File: config.mk
export PLATFORM = sky130hd
export DESIGN_NAME = memory_xbar_flat
export DESIGN_NICKNAME = d
export VERILOG_FILES = /design/src/rtl/memory_xbar_pkg.sv /design/src/rtl/memory_xbar_if.sv /design/src/rtl/memory_xbar_arb.sv /design/src/rtl/memory_xbar.sv /design/src/flat_wrapper.sv
export SDC_FILE = /design/constraint.sdc
export NUM_CORES = 1
export LEC_CHECK = 0
export CORE_MARGIN = 10
export CORE_UTILIZATION = 37
export CTS_BUF_LIST = sky130_fd_sc_hd__clkbuf_4 sky130_fd_sc_hd__clkbuf_8
export DETAILED_ROUTE_END_ITERATION = 16
export PLACE_DENSITY = 0.78
export SYNTH_ARGS = -nofsm -noshare
export SYNTH_HDL_FRONTEND = slang
export SYNTH_SLANG_ARGS = --single-unit
File: constraint.sdc
create_clock -name I_CLK -period 3.48 [get_ports I_CLK]
set_clock_uncertainty 0.05 [all_clocks]
set_input_delay 0.522 -clock I_CLK [delete_from_list [all_inputs] [get_ports I_CLK]]
set_output_delay 0.522 -clock I_CLK [all_outputs]
set_load 0.02 [all_outputs]
File: src/rtl/memory_xbar_pkg.sv
// Shared memory map and index constants for the multi-master memory crossbar.
// Default slave windows are inclusive base / exclusive limit; 0xFFFF itself
// is left unmapped because the limit must fit in AW bits.
package memory_xbar_pkg;

    localparam int DEF_NUM_M = 4;
    localparam int DEF_NUM_S = 6;
    localparam int DEF_AW    = 16;
    localparam int DEF_DW    = 8;

    typedef enum logic [1:0] {
        M_CPU  = 2'd0,
        M_PPU  = 2'd1,
        M_RDMA = 2'd2,
        M_WDMA = 2'd3
    } master_id_e;

    typedef enum logic [2:0] {
        S_IOREG     = 3'd0,
        S_CARTRIDGE = 3'd1,
        S_LCDRAM    = 3'd2,
        S_WRAM      = 3'd3,
        S_OAM       = 3'd4,
        S_LWRAM     = 3'd5
    } slave_id_e;

    localparam logic [15:0] IOREG_LO     = 16'hFF00;
    localparam logic [15:0] IOREG_HI     = 16'hFF80;
    localparam logic [15:0] CARTRIDGE_LO = 16'h0000;
    localparam logic [15:0] CARTRIDGE_HI = 16'h8000;
    localparam logic [15:0] LCDRAM_LO    = 16'h8000;
    localparam logic [15:0] LCDRAM_HI    = 16'hA000;
    localparam logic [15:0] WRAM_LO      = 16'hC000;
    localparam logic [15:0] WRAM_HI      = 16'hE000;
    localparam logic [15:0] OAM_LO       = 16'hFE00;
    localparam logic [15:0] OAM_HI       = 16'hFEA0;
    localparam logic [15:0] LWRAM_LO     = 16'hFF80;
    localparam logic [15:0] LWRAM_HI     = 16'hFFFF;

    // Slave 0 occupies the least significant AW bits.
    localparam logic [DEF_NUM_S*DEF_AW-1:0] DEF_S_BASE =
        {LWRAM_LO, OAM_LO, WRAM_LO, LCDRAM_LO, CARTRIDGE_LO, IOREG_LO};
    localparam logic [DEF_NUM_S*DEF_AW-1:0] DEF_S_LIMIT =
        {LWRAM_HI, OAM_HI, WRAM_HI, LCDRAM_HI, CARTRIDGE_HI, IOREG_HI};

endpackage

File: src/rtl/memory_xbar_if.sv
// Bus bundle between the masters/slave memories and the crossbar.
// "master" is the environment side, "slave" is the crossbar side.
interface memory_xbar_if
    import memory_xbar_pkg::*;
#(
    parameter int NUM_M = DEF_NUM_M,
    parameter int NUM_S = DEF_NUM_S,
    parameter int AW    = DEF_AW,
    parameter int DW    = DEF_DW
);
    logic [NUM_M-1:0]    I_M_REQ;
    logic [NUM_M-1:0]    I_M_WE;
    logic [NUM_M*AW-1:0] I_M_ADDR;
    logic [NUM_M*DW-1:0] I_M_WDATA;
    logic [NUM_M-1:0]    O_M_GNT;
    logic [NUM_M-1:0]    O_M_RVALID;
    logic [NUM_M*DW-1:0] O_M_RDATA;
    logic [NUM_M-1:0]    O_M_DECERR;
    logic [NUM_S*AW-1:0] O_S_ADDR;
    logic [NUM_S*DW-1:0] O_S_WDATA;
    logic [NUM_S-1:0]    O_S_WE_L;
    logic [NUM_S-1:0]    O_S_RE_L;
    logic [NUM_S*DW-1:0] I_S_RDATA;
    logic                O_SAME_PORT_ACCESS_ERROR;
    logic [7:0]          O_CONFLICT_CNT;

    modport master (
        output I_M_REQ, I_M_WE, I_M_ADDR, I_M_WDATA, I_S_RDATA,
        input  O_M_GNT, O_M_RVALID, O_M_RDATA, O_M_DECERR,
               O_S_ADDR, O_S_WDATA, O_S_WE_L, O_S_RE_L,
               O_SAME_PORT_ACCESS_ERROR, O_CONFLICT_CNT
    );

    modport slave (
        input  I_M_REQ, I_M_WE, I_M_ADDR, I_M_WDATA, I_S_RDATA,
        output O_M_GNT, O_M_RVALID, O_M_RDATA, O_M_DECERR,
               O_S_ADDR, O_S_WDATA, O_S_WE_L, O_S_RE_L,
               O_SAME_PORT_ACCESS_ERROR, O_CONFLICT_CNT
    );
endinterface

File: src/rtl/memory_xbar_arb.sv
// Request-to-one-hot-grant arbiter, one per slave.
// MEMXBAR_RR_ARB_EN: round-robin starting after the last granted master
// (pointer resets to NUM_M-1 so master 0 wins first). Otherwise fixed
// priority with master 0 highest and no state at all.
module mem_xbar_arb
    import memory_xbar_pkg::*;
#(
    parameter int NUM_M = DEF_NUM_M
) (
`ifdef MEMXBAR_RR_ARB_EN
    input  logic             clk,
    input  logic             rst,
`endif
    input  logic [NUM_M-1:0] req,
    output logic [NUM_M-1:0] gnt
);
`ifdef MEMXBAR_RR_ARB_EN
    localparam int IW = (NUM_M > 1) ? $clog2(NUM_M) : 1;

    logic [IW-1:0] ptr_q, ptr_d;
    logic [IW:0]   cand;
    logic          found;

    // Search from the slot after the last winner, wrapping modulo NUM_M
    always_comb begin
        gnt   = '0;
        ptr_d = ptr_q;
        found = 1'b0;
        cand  = '0;
        for (int i = 1; i <= NUM_M; i++) begin
            cand = {1'b0, ptr_q} + (IW+1)'(i);
            if (cand >= (IW+1)'(NUM_M)) cand = cand - (IW+1)'(NUM_M);
            if (!found && req[cand[IW-1:0]]) begin
                found                = 1'b1;
                gnt[cand[IW-1:0]]    = 1'b1;
                ptr_d                = cand[IW-1:0];
            end
        end
    end

    // Pointer moves only when somebody is granted
    always_ff @(posedge clk or posedge rst) begin
        if (rst) ptr_q <= IW'(NUM_M - 1);
        else     ptr_q <= ptr_d;
    end
`else
    logic found;

    // Lowest requesting index wins
    always_comb begin
        gnt   = '0;
        found = 1'b0;
        for (int i = 0; i < NUM_M; i++) begin
            if (!found && req[i]) begin
                found  = 1'b1;
                gnt[i] = 1'b1;
            end
        end
    end
`endif
endmodule

File: src/rtl/memory_xbar.sv
// Multi-master memory crossbar: per-master window decode, per-slave
// arbitration (see mem_xbar_arb, MEMXBAR_RR_ARB_EN selects round-robin),
// registered read-return routing, open-bus answer for unmapped reads,
// sticky same-slave conflict flag and saturating stall counter.
module memory_xbar
    import memory_xbar_pkg::*;
#(
    parameter int NUM_M = DEF_NUM_M,
    parameter int NUM_S = DEF_NUM_S,
    parameter int AW    = DEF_AW,
    parameter int DW    = DEF_DW,
    parameter logic [NUM_S*AW-1:0] S_BASE  = DEF_S_BASE,
    parameter logic [NUM_S*AW-1:0] S_LIMIT = DEF_S_LIMIT
) (
    input logic          I_CLK,
    input logic          I_RESET,
    memory_xbar_if.slave bus
);
    localparam int SW = (NUM_S > 1) ? $clog2(NUM_S) : 1;

    logic [NUM_M-1:0]    hit, miss, gnt;
    logic [SW-1:0]       sel     [NUM_M];
    logic [NUM_M-1:0]    slv_req [NUM_S];
    logic [NUM_M-1:0]    slv_gnt [NUM_S];
    logic [NUM_S*AW-1:0] s_addr;
    logic [NUM_S*DW-1:0] s_wdata;
    logic [NUM_S-1:0]    s_we_l, s_re_l;
    logic                multi, stall;
    logic [NUM_M*DW-1:0] rdata;

    logic [NUM_M-1:0]    rvalid_q, rvalid_d;
    logic [NUM_M-1:0]    rmiss_q, rmiss_d;
    logic [SW-1:0]       rsel_q  [NUM_M];
    logic [SW-1:0]       rsel_d  [NUM_M];
    logic                err_q, err_d;
    logic [7:0]          cnt_q, cnt_d;

    // Address decode; scanning downward lets the lowest matching slave win
    always_comb begin
        for (int m = 0; m < NUM_M; m++) begin
            hit[m] = 1'b0;
            sel[m] = '0;
            for (int s = NUM_S - 1; s >= 0; s--) begin
                if (bus.I_M_ADDR[m*AW +: AW] >= S_BASE[s*AW +: AW] &&
                    bus.I_M_ADDR[m*AW +: AW] <  S_LIMIT[s*AW +: AW]) begin
                    hit[m] = 1'b1;
                    sel[m] = SW'(s);
                end
            end
        end
    end

    // Per-slave request vectors feeding the arbiters
    always_comb begin
        for (int s = 0; s < NUM_S; s++) begin
            for (int m = 0; m < NUM_M; m++) begin
                slv_req[s][m] = bus.I_M_REQ[m] & hit[m] & (sel[m] == SW'(s));
            end
        end
    end

    for (genvar s = 0; s < NUM_S; s++) begin : g_arb
        mem_xbar_arb #(.NUM_M(NUM_M)) u_arb (
`ifdef MEMXBAR_RR_ARB_EN
            .clk (I_CLK),
            .rst (I_RESET),
`endif
            .req (slv_req[s]),
            .gnt (slv_gnt[s])
        );
    end

    // Combine grants, steer each winner onto its slave, flag contention
    always_comb begin
        miss    = bus.I_M_REQ & ~hit;
        gnt     = miss;
        s_addr  = '0;
        s_wdata = '0;
        s_we_l  = '1;
        s_re_l  = '1;
        multi   = 1'b0;
        for (int s = 0; s < NUM_S; s++) begin
            if ($countones(slv_req[s]) > 1) multi = 1'b1;
            for (int m = 0; m < NUM_M; m++) begin
                if (slv_gnt[s][m]) begin
                    gnt[m]              = 1'b1;
                    s_addr[s*AW +: AW]  = bus.I_M_ADDR[m*AW +: AW];
                    s_wdata[s*DW +: DW] = bus.I_M_WDATA[m*DW +: DW];
                    s_we_l[s]           = ~bus.I_M_WE[m];
                    s_re_l[s]           = bus.I_M_WE[m];
                end
            end
        end
        stall = |(bus.I_M_REQ & ~gnt);
    end

    // Next state: one return slot per master, refreshed every cycle
    always_comb begin
        rvalid_d = gnt & ~bus.I_M_WE;
        rmiss_d  = ~hit;
        rsel_d   = sel;
        err_d    = err_q | multi;
        cnt_d    = (stall && cnt_q != 8'hFF) ? cnt_q + 8'd1 : cnt_q;
    end

    // Return slots, sticky error and stall counter
    always_ff @(posedge I_CLK or posedge I_RESET) begin
        if (I_RESET) begin
            rvalid_q <= '0;
            rmiss_q  <= '0;
            for (int m = 0; m < NUM_M; m++) rsel_q[m] <= '0;
            err_q    <= 1'b0;
            cnt_q    <= 8'd0;
        end else begin
            rvalid_q <= rvalid_d;
            rmiss_q  <= rmiss_d;
            rsel_q   <= rsel_d;
            err_q    <= err_d;
            cnt_q    <= cnt_d;
        end
    end

    // Route the addressed slave's data (or open-bus 0xFF) back to its master
    always_comb begin
        rdata = '0;
        for (int m = 0; m < NUM_M; m++) begin
            if (rvalid_q[m]) begin
                if (rmiss_q[m]) begin
                    rdata[m*DW +: DW] = {DW{1'b1}};
                end else begin
                    for (int s = 0; s < NUM_S; s++) begin
                        if (rsel_q[m] == SW'(s)) rdata[m*DW +: DW] = bus.I_S_RDATA[s*DW +: DW];
                    end
                end
            end
        end
    end

    assign bus.O_M_GNT                  = gnt;
    assign bus.O_M_DECERR               = miss;
    assign bus.O_M_RVALID               = rvalid_q;
    assign bus.O_M_RDATA                = rdata;
    assign bus.O_S_ADDR                 = s_addr;
    assign bus.O_S_WDATA                = s_wdata;
    assign bus.O_S_WE_L                 = s_we_l;
    assign bus.O_S_RE_L                 = s_re_l;
    assign bus.O_SAME_PORT_ACCESS_ERROR = err_q;
    assign bus.O_CONFLICT_CNT           = cnt_q;
endmodule
File: src/flat_wrapper.sv
// flat-port wrapper written by rule: the top's interface ports become plain ports
module memory_xbar_flat import memory_xbar_pkg::*;
#(
    parameter int NUM_M = DEF_NUM_M,
    parameter int NUM_S = DEF_NUM_S,
    parameter int AW    = DEF_AW,
    parameter int DW    = DEF_DW,
    parameter logic [NUM_S*AW-1:0] S_BASE  = DEF_S_BASE,
    parameter logic [NUM_S*AW-1:0] S_LIMIT = DEF_S_LIMIT
)
  (I_CLK, I_RESET, bus_I_M_REQ, bus_I_M_WE, bus_I_M_ADDR, bus_I_M_WDATA, bus_I_S_RDATA, bus_O_M_GNT, bus_O_M_RVALID, bus_O_M_RDATA, bus_O_M_DECERR, bus_O_S_ADDR, bus_O_S_WDATA, bus_O_S_WE_L, bus_O_S_RE_L, bus_O_SAME_PORT_ACCESS_ERROR, bus_O_CONFLICT_CNT);
  memory_xbar_if #(.NUM_M(NUM_M), .NUM_S(NUM_S), .AW(AW), .DW(DW)) bus_i ();
  input logic I_CLK;
  input logic I_RESET;
  input wire logic [$bits(bus_i.I_M_REQ)-1:0] bus_I_M_REQ;
  input wire logic [$bits(bus_i.I_M_WE)-1:0] bus_I_M_WE;
  input wire logic [$bits(bus_i.I_M_ADDR)-1:0] bus_I_M_ADDR;
  input wire logic [$bits(bus_i.I_M_WDATA)-1:0] bus_I_M_WDATA;
  input wire logic [$bits(bus_i.I_S_RDATA)-1:0] bus_I_S_RDATA;
  output wire logic [$bits(bus_i.O_M_GNT)-1:0] bus_O_M_GNT;
  output wire logic [$bits(bus_i.O_M_RVALID)-1:0] bus_O_M_RVALID;
  output wire logic [$bits(bus_i.O_M_RDATA)-1:0] bus_O_M_RDATA;
  output wire logic [$bits(bus_i.O_M_DECERR)-1:0] bus_O_M_DECERR;
  output wire logic [$bits(bus_i.O_S_ADDR)-1:0] bus_O_S_ADDR;
  output wire logic [$bits(bus_i.O_S_WDATA)-1:0] bus_O_S_WDATA;
  output wire logic [$bits(bus_i.O_S_WE_L)-1:0] bus_O_S_WE_L;
  output wire logic [$bits(bus_i.O_S_RE_L)-1:0] bus_O_S_RE_L;
  output wire logic [$bits(bus_i.O_SAME_PORT_ACCESS_ERROR)-1:0] bus_O_SAME_PORT_ACCESS_ERROR;
  output wire logic [$bits(bus_i.O_CONFLICT_CNT)-1:0] bus_O_CONFLICT_CNT;
  assign bus_i.I_M_REQ = bus_I_M_REQ;
  assign bus_i.I_M_WE = bus_I_M_WE;
  assign bus_i.I_M_ADDR = bus_I_M_ADDR;
  assign bus_i.I_M_WDATA = bus_I_M_WDATA;
  assign bus_i.I_S_RDATA = bus_I_S_RDATA;
  assign bus_O_M_GNT = bus_i.O_M_GNT;
  assign bus_O_M_RVALID = bus_i.O_M_RVALID;
  assign bus_O_M_RDATA = bus_i.O_M_RDATA;
  assign bus_O_M_DECERR = bus_i.O_M_DECERR;
  assign bus_O_S_ADDR = bus_i.O_S_ADDR;
  assign bus_O_S_WDATA = bus_i.O_S_WDATA;
  assign bus_O_S_WE_L = bus_i.O_S_WE_L;
  assign bus_O_S_RE_L = bus_i.O_S_RE_L;
  assign bus_O_SAME_PORT_ACCESS_ERROR = bus_i.O_SAME_PORT_ACCESS_ERROR;
  assign bus_O_CONFLICT_CNT = bus_i.O_CONFLICT_CNT;
  memory_xbar #(.NUM_M(NUM_M), .NUM_S(NUM_S), .AW(AW), .DW(DW), .S_BASE(S_BASE), .S_LIMIT(S_LIMIT)) u_core (.I_CLK(I_CLK), .I_RESET(I_RESET), .bus(bus_i));
endmodule
======== Word level (Yosys, flattened, before mapping) ========
Cells that the tools add are included.
word-level totals
  bits in registers ....................... 29
  input port bits ......................... 154
  output and inout bits ................... 209
  logic and storage cells ................. 473
operators by class
  $add $sub $neg .......................... 19
  order comparisons ....................... 54
  eq/ne operators ......................... 41
  muxes and demuxes ....................... 242
  bitwise operators ....................... 39
  reductions and logical operators ........ 70
operators with widths
  cell                                                                                   number
  8-bit two-way mux                                                                      56
  16-bit less-than comparator (second input constant)                                    24
  16-bit two-way mux                                                                     24
  16-bit greater-or-equal comparator (second input constant)                             20
  32-bit adder                                                                           6
  32-bit by 2-bit greater-than comparator with 1-bit output (second input constant)      6
  1-bit two-way mux                                                                      138
  3-bit two-way mux                                                                      24
  16-bit by 1-bit greater-or-equal comparator with 1-bit output (second input constant)  4
  3-bit by 2-bit equality test with 1-bit output (second input constant)                 16
  3-bit equality test (second input constant)                                            16
  1-bit logical AND                                                                      43
  1-bit bitwise AND                                                                      28
  1-bit by 1-bit adder with 2-bit output                                                 12
  3-bit by 1-bit equality test with 1-bit output (second input constant)                 8
  3-bit logical NOT                                                                      8
  1-bit logical NOT                                                                      18
  4-bit bitwise AND                                                                      3
  4-bit NOT                                                                              3
  8-bit by 1-bit adder with 8-bit output (second input constant)                         1
  8-bit inequality test (second input constant)                                          1
  1-bit NOT                                                                              4
  4-bit OR reduction                                                                     1
  1-bit OR                                                                               1

======== Logic depth before layout (Yosys ltp) ========
  depth after elaboration ................. 30
  mapped depth ............................ 14
  mapped depth without buffers ............ 13

======== Cells and area by module ========
Synthesis repeated with hierarchy kept, for this count alone.
second synthesis, totals
  cells, all modules ...................... 1659
  area total of the unflattened synthesis .. 9052.4 um^2
by module, submodules not included
  module        instances  cells each  area each (um^2)  seq. area each (um^2)
  memory_xbar   1          1635        8834.7            725.7
  mem_xbar_arb  6          4           36.3              0.0

======== Least setup slack after synthesis ========
No wires, ideal clock.
  path type ............................... in2reg
  start point ............................. input port bus_I_M_ADDR[11]
  end point ............................... register u_core.cnt_q[7] (netlist: u_core.bus.O_CONFLICT_CNT[7])
  setup time .............................. 0.128 ns
  arrival ................................. 3.530 ns
  data required time ...................... 3.302 ns
  path slack .............................. -0.228 ns
  stages on the path ...................... 11
  path buffers ............................ 1
  path through ............................ nand3_1 or3_1 nor3_1 clkinv_1 clkbuf_1 ha_1 nor4b_2 or4b_1 o41a_4 a211oi_2 mux2_1
on the way
  word-level cells in the longest chain between the ends .. 30
  elaborated cells on any way between the ends .. 145
  classes of those cells .................. 12 x order compare; 5 x eq/ne; 72 x mux; 11 x bitwise; 45 x reduce/logical
ends and longest elaborated chain
  element                                                                                   RTL line                              text
  start, declared                                                                           flat_wrapper.sv:17                    input wire logic [$bits(bus_i.I_M_ADDR)-1:0] bus_I_M_ADDR;
  16-bit greater-or-equal comparator / 16-bit less-than comparator (equally long branches)  memory_xbar.sv:44, memory_xbar.sv:45
  1-bit logical AND                                                                         memory_xbar.sv:44                     if (bus.I_M_ADDR[m*AW +: AW] >= S_BASE[s*AW +: AW] &&
  3-bit two-way mux / 1-bit two-way mux (equally long branches) (6 in a row)                memory_xbar.sv:44
  3-bit logical NOT / 1-bit bitwise AND (equally long branches)                             memory_xbar.sv:57                     slv_req[s][m] = bus.I_M_REQ[m] & hit[m] & (sel[m] == SW'(s));
  1-bit bitwise AND                                                                         memory_xbar.sv:57
  1-bit two-way mux                                                                         memory_xbar_arb.sv:54                 if (!found && req[i]) begin
  1-bit logical NOT                                                                         memory_xbar_arb.sv:54
  1-bit logical AND                                                                         memory_xbar_arb.sv:54
  (+4 left out)                                                                             n/a
  1-bit logical NOT                                                                         memory_xbar_arb.sv:54
  1-bit logical AND                                                                         memory_xbar_arb.sv:54
  1-bit two-way mux                                                                         memory_xbar_arb.sv:54
  1-bit two-way mux (6 in a row)                                                            memory_xbar.sv:85                     if (slv_gnt[s][m]) begin
  4-bit NOT *                                                                               memory_xbar.sv:94                     stall = |(bus.I_M_REQ & ~gnt);
  4-bit bitwise AND *                                                                       memory_xbar.sv:94
  4-bit OR reduction *                                                                      memory_xbar.sv:94
  1-bit logical AND *                                                                       memory_xbar.sv:103                    cnt_d = (stall && cnt_q != 8'hFF) ? cnt_q + 8'd1 : cnt_q;
  end signal, assigned                                                                      memory_xbar.sv:119                    cnt_q <= cnt_d;
  end, declared                                                                             memory_xbar.sv:36                     logic [7:0] cnt_q, cnt_d;
Every way passes the cells marked *; elsewhere a longest branch is shown, timed or not.
A chain may end at the register's enable or synchronous reset.

======== Worst setup path after layout ========
  start point ............................. input port bus_I_M_ADDR[23]
  end point ............................... output port bus_O_S_ADDR[71]
on the way
  word-level cells in the longest chain between the ends .. 19
  elaborated cells on any way between the ends .. 46
  classes of those cells .................. 12 x order compare; 1 x eq/ne; 20 x mux; 2 x bitwise; 11 x reduce/logical
ends and longest elaborated chain
  element                                                                                   RTL line                              text
  16-bit greater-or-equal comparator / 16-bit less-than comparator (equally long branches)  memory_xbar.sv:44, memory_xbar.sv:45
  1-bit logical AND                                                                         memory_xbar.sv:44
  3-bit two-way mux / 1-bit two-way mux (equally long branches) (6 in a row)                memory_xbar.sv:44
  3-bit equality test / 1-bit bitwise AND (equally long branches)                           memory_xbar.sv:57
  1-bit bitwise AND                                                                         memory_xbar.sv:57
  1-bit logical AND                                                                         memory_xbar_arb.sv:54
  1-bit two-way mux                                                                         memory_xbar_arb.sv:54
  1-bit logical NOT                                                                         memory_xbar_arb.sv:54
  1-bit logical AND                                                                         memory_xbar_arb.sv:54
  1-bit two-way mux                                                                         memory_xbar_arb.sv:54
  1-bit logical NOT                                                                         memory_xbar_arb.sv:54
  1-bit logical AND                                                                         memory_xbar_arb.sv:54
  1-bit two-way mux                                                                         memory_xbar_arb.sv:54
  16-bit two-way mux *                                                                      memory_xbar.sv:85
  end, declared                                                                             flat_wrapper.sv:24                    output wire logic [$bits(bus_i.O_S_ADDR)-1:0] bus_O_S_ADDR;
Marked as above.

==> out/results.ini <==
[run_status]
status=complete, but fails checks
violations=setup timing

[synthesis]
yosysTopAreaCellShare_pct=12.7
avgSynthCellArea_um2=6.27
netlist_top_cells_count=283 x nand2_1, 202 x o21ai_0, 120 x clkbuf_1
ys_seq_area_share_pct=8.66
synth.cell_area_um2=8380
synth_seq_cells=29
synth_fp_nets=1523
synth_area_leader_cell=nand2_1
synthTopCellsByArea=nand2_1 13%, o21ai_0 12%, o311ai_0 8.9%
synth_most_common_cell=nand2_1
ys_warn_count=0
ys.flop_type=dfrtp_1
synth.distinct_cells=63
netlist_instances=1338
synthArstFlopShare_pct=100
synth_edf_count=0

[critical_path]
crit_arrival_ns=3.04
path_buf_inv=5
cp_top_family=simple AND/OR/NAND/NOR gates
path_cells=buf_6, buf_6, o21ai_4, and4b_1, and4_4, inv_4, ha_4, nand4_1, or4_4, buf_16, o211ai_1, o21ai_4, o21ai_4, buf_6
crit_fanout=5
startpoint_type=input port
crit_path_max_incr_delay_ns=0.59
required_ns=2.91
end_kind=output port
crit_type=in2out
crit_path_top_delay_cell=or4_4

[placed_design]
placedCellCount=2109
gp_congestion=1.00
io_buffers=362
placed_cell_area_um2=14100
hpwl_um=43800

[detailed_routing]
avgRoutedWirePerCell_um=27.8
drt-vias-per-instance=6.43
drc=0
wl_met2_um=26800
wl_met1_um=20300
vias=14100
wl_met3_um=8050
detail-route-antenna-nets=0
initialDrtViolationCount=1565
wirelength_um=60700
first_pass_iters=6
dr.max_layer_used=met5

[sta]
fmax_mhz=277
finalCritPeriodShare_pct=104
setup_viol=26
hold-worst-slack_ns=0.485
timing.final.hold_violations=0
maxSlewHeadroom_pct=48.8
period_needed_ns=3.61
final.setup.worst_slack_ns=-0.132
rsz0062_at_grt=true
tightest_slew_ns=0.749
slew_violations=0

[worst_hold_path]
hold_class=reg2reg

[finish]
fillers=1880
fin_util_pct=70.3
multiInputGateArea_um2=8140
final_cells=2186
fin_area_um2=15800
drive_above_1_share_pct=36.1
seqCellArea_um2=726
syn_to_final_growth_pct=88.2
fin_nets=2083

[run]
drv_cap=0

[global_route]
track_usage_pct=38.4
grt-ovfl-total=0
grt_pass1_vias=13700
antenna_found_initial=3
grt_max_degree=45
grt_pass1_wl_um=86000

[die]
initial_core_util_pct=37.4
die_x_um=171
core_area_um2=22400
ios=363
dieArea_um2=29100
row_count=55
fp.dieH_um=171

[cts]
clkTransAtPathRegs_ns=0.07
cts_buffers=5
cts_tree=built
cts_buffer_depth=2
clock_sinks=29
worstSkewPairLatency_ns=0.30
root_buffer=clkbuf_8
holdBufCountCts=0
cts_htree_levels=2

[pwr]
irDropWorstVdd_v=0.000241
powerDensity_nw_per_um2=158
total_power_w=0.00250
leakage_nw=7.04

kinds of logic after synthesis:
group / count (synthesis) / synth area share, %
xor+xnor: 2 / 0.209
buf+inv: 181 / 8.18
fa+ha+maj: 31 / 5.16
flops: 29 / 8.66
mux: 76 / 9.52
compound gates: 496 / 38.8
simple gates: 523 / 29.5
cell usage in the layout (no fill, tap or decap), drive strengths merged, types with 9 or more instances in the layout:
| cell type | synthesis | layout |
|---|---|---|
| a211oi | 10 | 10 |
| a21o | 16 | 16 |
| a21oi | 86 | 86 |
| and2 | 44 | 44 |
| and3 | 13 | 13 |
| buf | 16 | 459 |
| clkbuf | 120 | 26 |
| clkdlybuf4s15 | 0 | 18 |
| clkdlybuf4s50 | 0 | 149 |
| dfrtp | 29 | 29 |
| dlygate4sd2 | 0 | 37 |
| ha | 25 | 25 |
| inv | 44 | 44 |
| mux2 | 10 | 10 |
| mux2i | 64 | 64 |
| nand2 | 283 | 283 |
| nand2b | 11 | 11 |
| nand3 | 19 | 19 |
| nor2 | 69 | 69 |
| nor2b | 9 | 9 |
| nor3 | 19 | 19 |
| nor3b | 11 | 11 |
| o211ai | 16 | 16 |
| o21ai | 203 | 203 |
| o221ai | 33 | 33 |
| o311a | 13 | 13 |
| o311ai | 85 | 85 |
| o31ai | 16 | 16 |
final timing paths:
check / from / end / slack (ns) / depth (start not counted)
max: bus_I_M_ADDR[23] / bus_O_S_ADDR[71] / -0.13 / 14
min: u_core.bus.O_CONFLICT_CNT[3]$_DFFE_PP0P_ / u_core.bus.O_CONFLICT_CNT[3]$_DFFE_PP0P_ / 0.48 / 1
max reg2reg: u_core.bus.O_CONFLICT_CNT[0]$_DFFE_PP0P_ / u_core.bus.O_CONFLICT_CNT[1]$_DFFE_PP0P_ / 1.54 / 6
min reg2reg: u_core.bus.O_CONFLICT_CNT[3]$_DFFE_PP0P_ / u_core.bus.O_CONFLICT_CNT[3]$_DFFE_PP0P_ / 0.48 / 1
max in group asynchronous: I_RESET / u_core.bus.O_M_RVALID[1]$_DFF_PP0_ / 2.54 / 3
min in group asynchronous: I_RESET / u_core.bus.O_CONFLICT_CNT[7]$_DFFE_PP0P_ / 0.54 / 3
state kept, by name (all words and copies together) (netlist names):
register and count:
u_core.rmiss_q 4, u_core.rsel_q 12, u_core.bus.O_CONFLICT_CNT 8, u_core.bus.O_SAME_PORT_ACCESS_ERROR 1, u_core.bus.O_M_RVALID 4
worst register-to-register path, delay by kind of cell, from the launching register on:
kind            cells  cell delay [ns]
mux                 1             0.34
flops               1             0.43
fa+ha+maj           1             0.23
compound gates      1             0.15
simple gates        3             0.62
cell type report:
| class | instances | area share (%) |
|---|---|---|
| diodes | 2 | 0.0317 |
| flip-flops and latches | 29 | 4.60 |
| clock inverters | 3 | 0.111 |
| repair buffers | 689 | 39.9 |
| multi-input cells | 1128 | 51.6 |
| clock buffers | 5 | 0.436 |
| well taps | 285 | 2.26 |
| inverters | 45 | 1.09 |
report_power, final:
group	leakage (nW)	total, W	switching, W	internal [W]
Sequential	0.362	0.000475	0.0000852	0.000390
Clock	0.0439	0.000293	0.000155	0.000138
Combinational	6.63	0.00173	0.000957	0.000771
Total	7.04	0.00250	0.00120	0.00130
layer usage:
| layer | track usage [%] | vias to the layer above |
|---|---|---|
| met5 | 0 | - |
| met4 | 26.2 | 4 |
| met3 | 13.1 | 369 |
| met2 | 63.1 | 1212 |
| met1 | 41.0 | 6414 |
| li1 | - | 6057 |
repair_timing:
item | in CTS | in global routing
resized for setup | 862 | 274
pin swaps | 57 | 69
cloned | 12 | 6
buffers inserted | 36 | 20
endpoints found under the setup margin | 167 | 159
per-stage QoR:
step	setup WS [ns]	setup TNS (ns)
after detailed placement	-1.10	-135.47
final	-0.132	-1.35
after floorplan	-0.0535	-0.0602
after global placement	-1.13	-130.58
after global routing	-0.179	-3.78
after CTS	-0.0433	-0.293
Note: power is estimated with default switching activity, not from simulation.
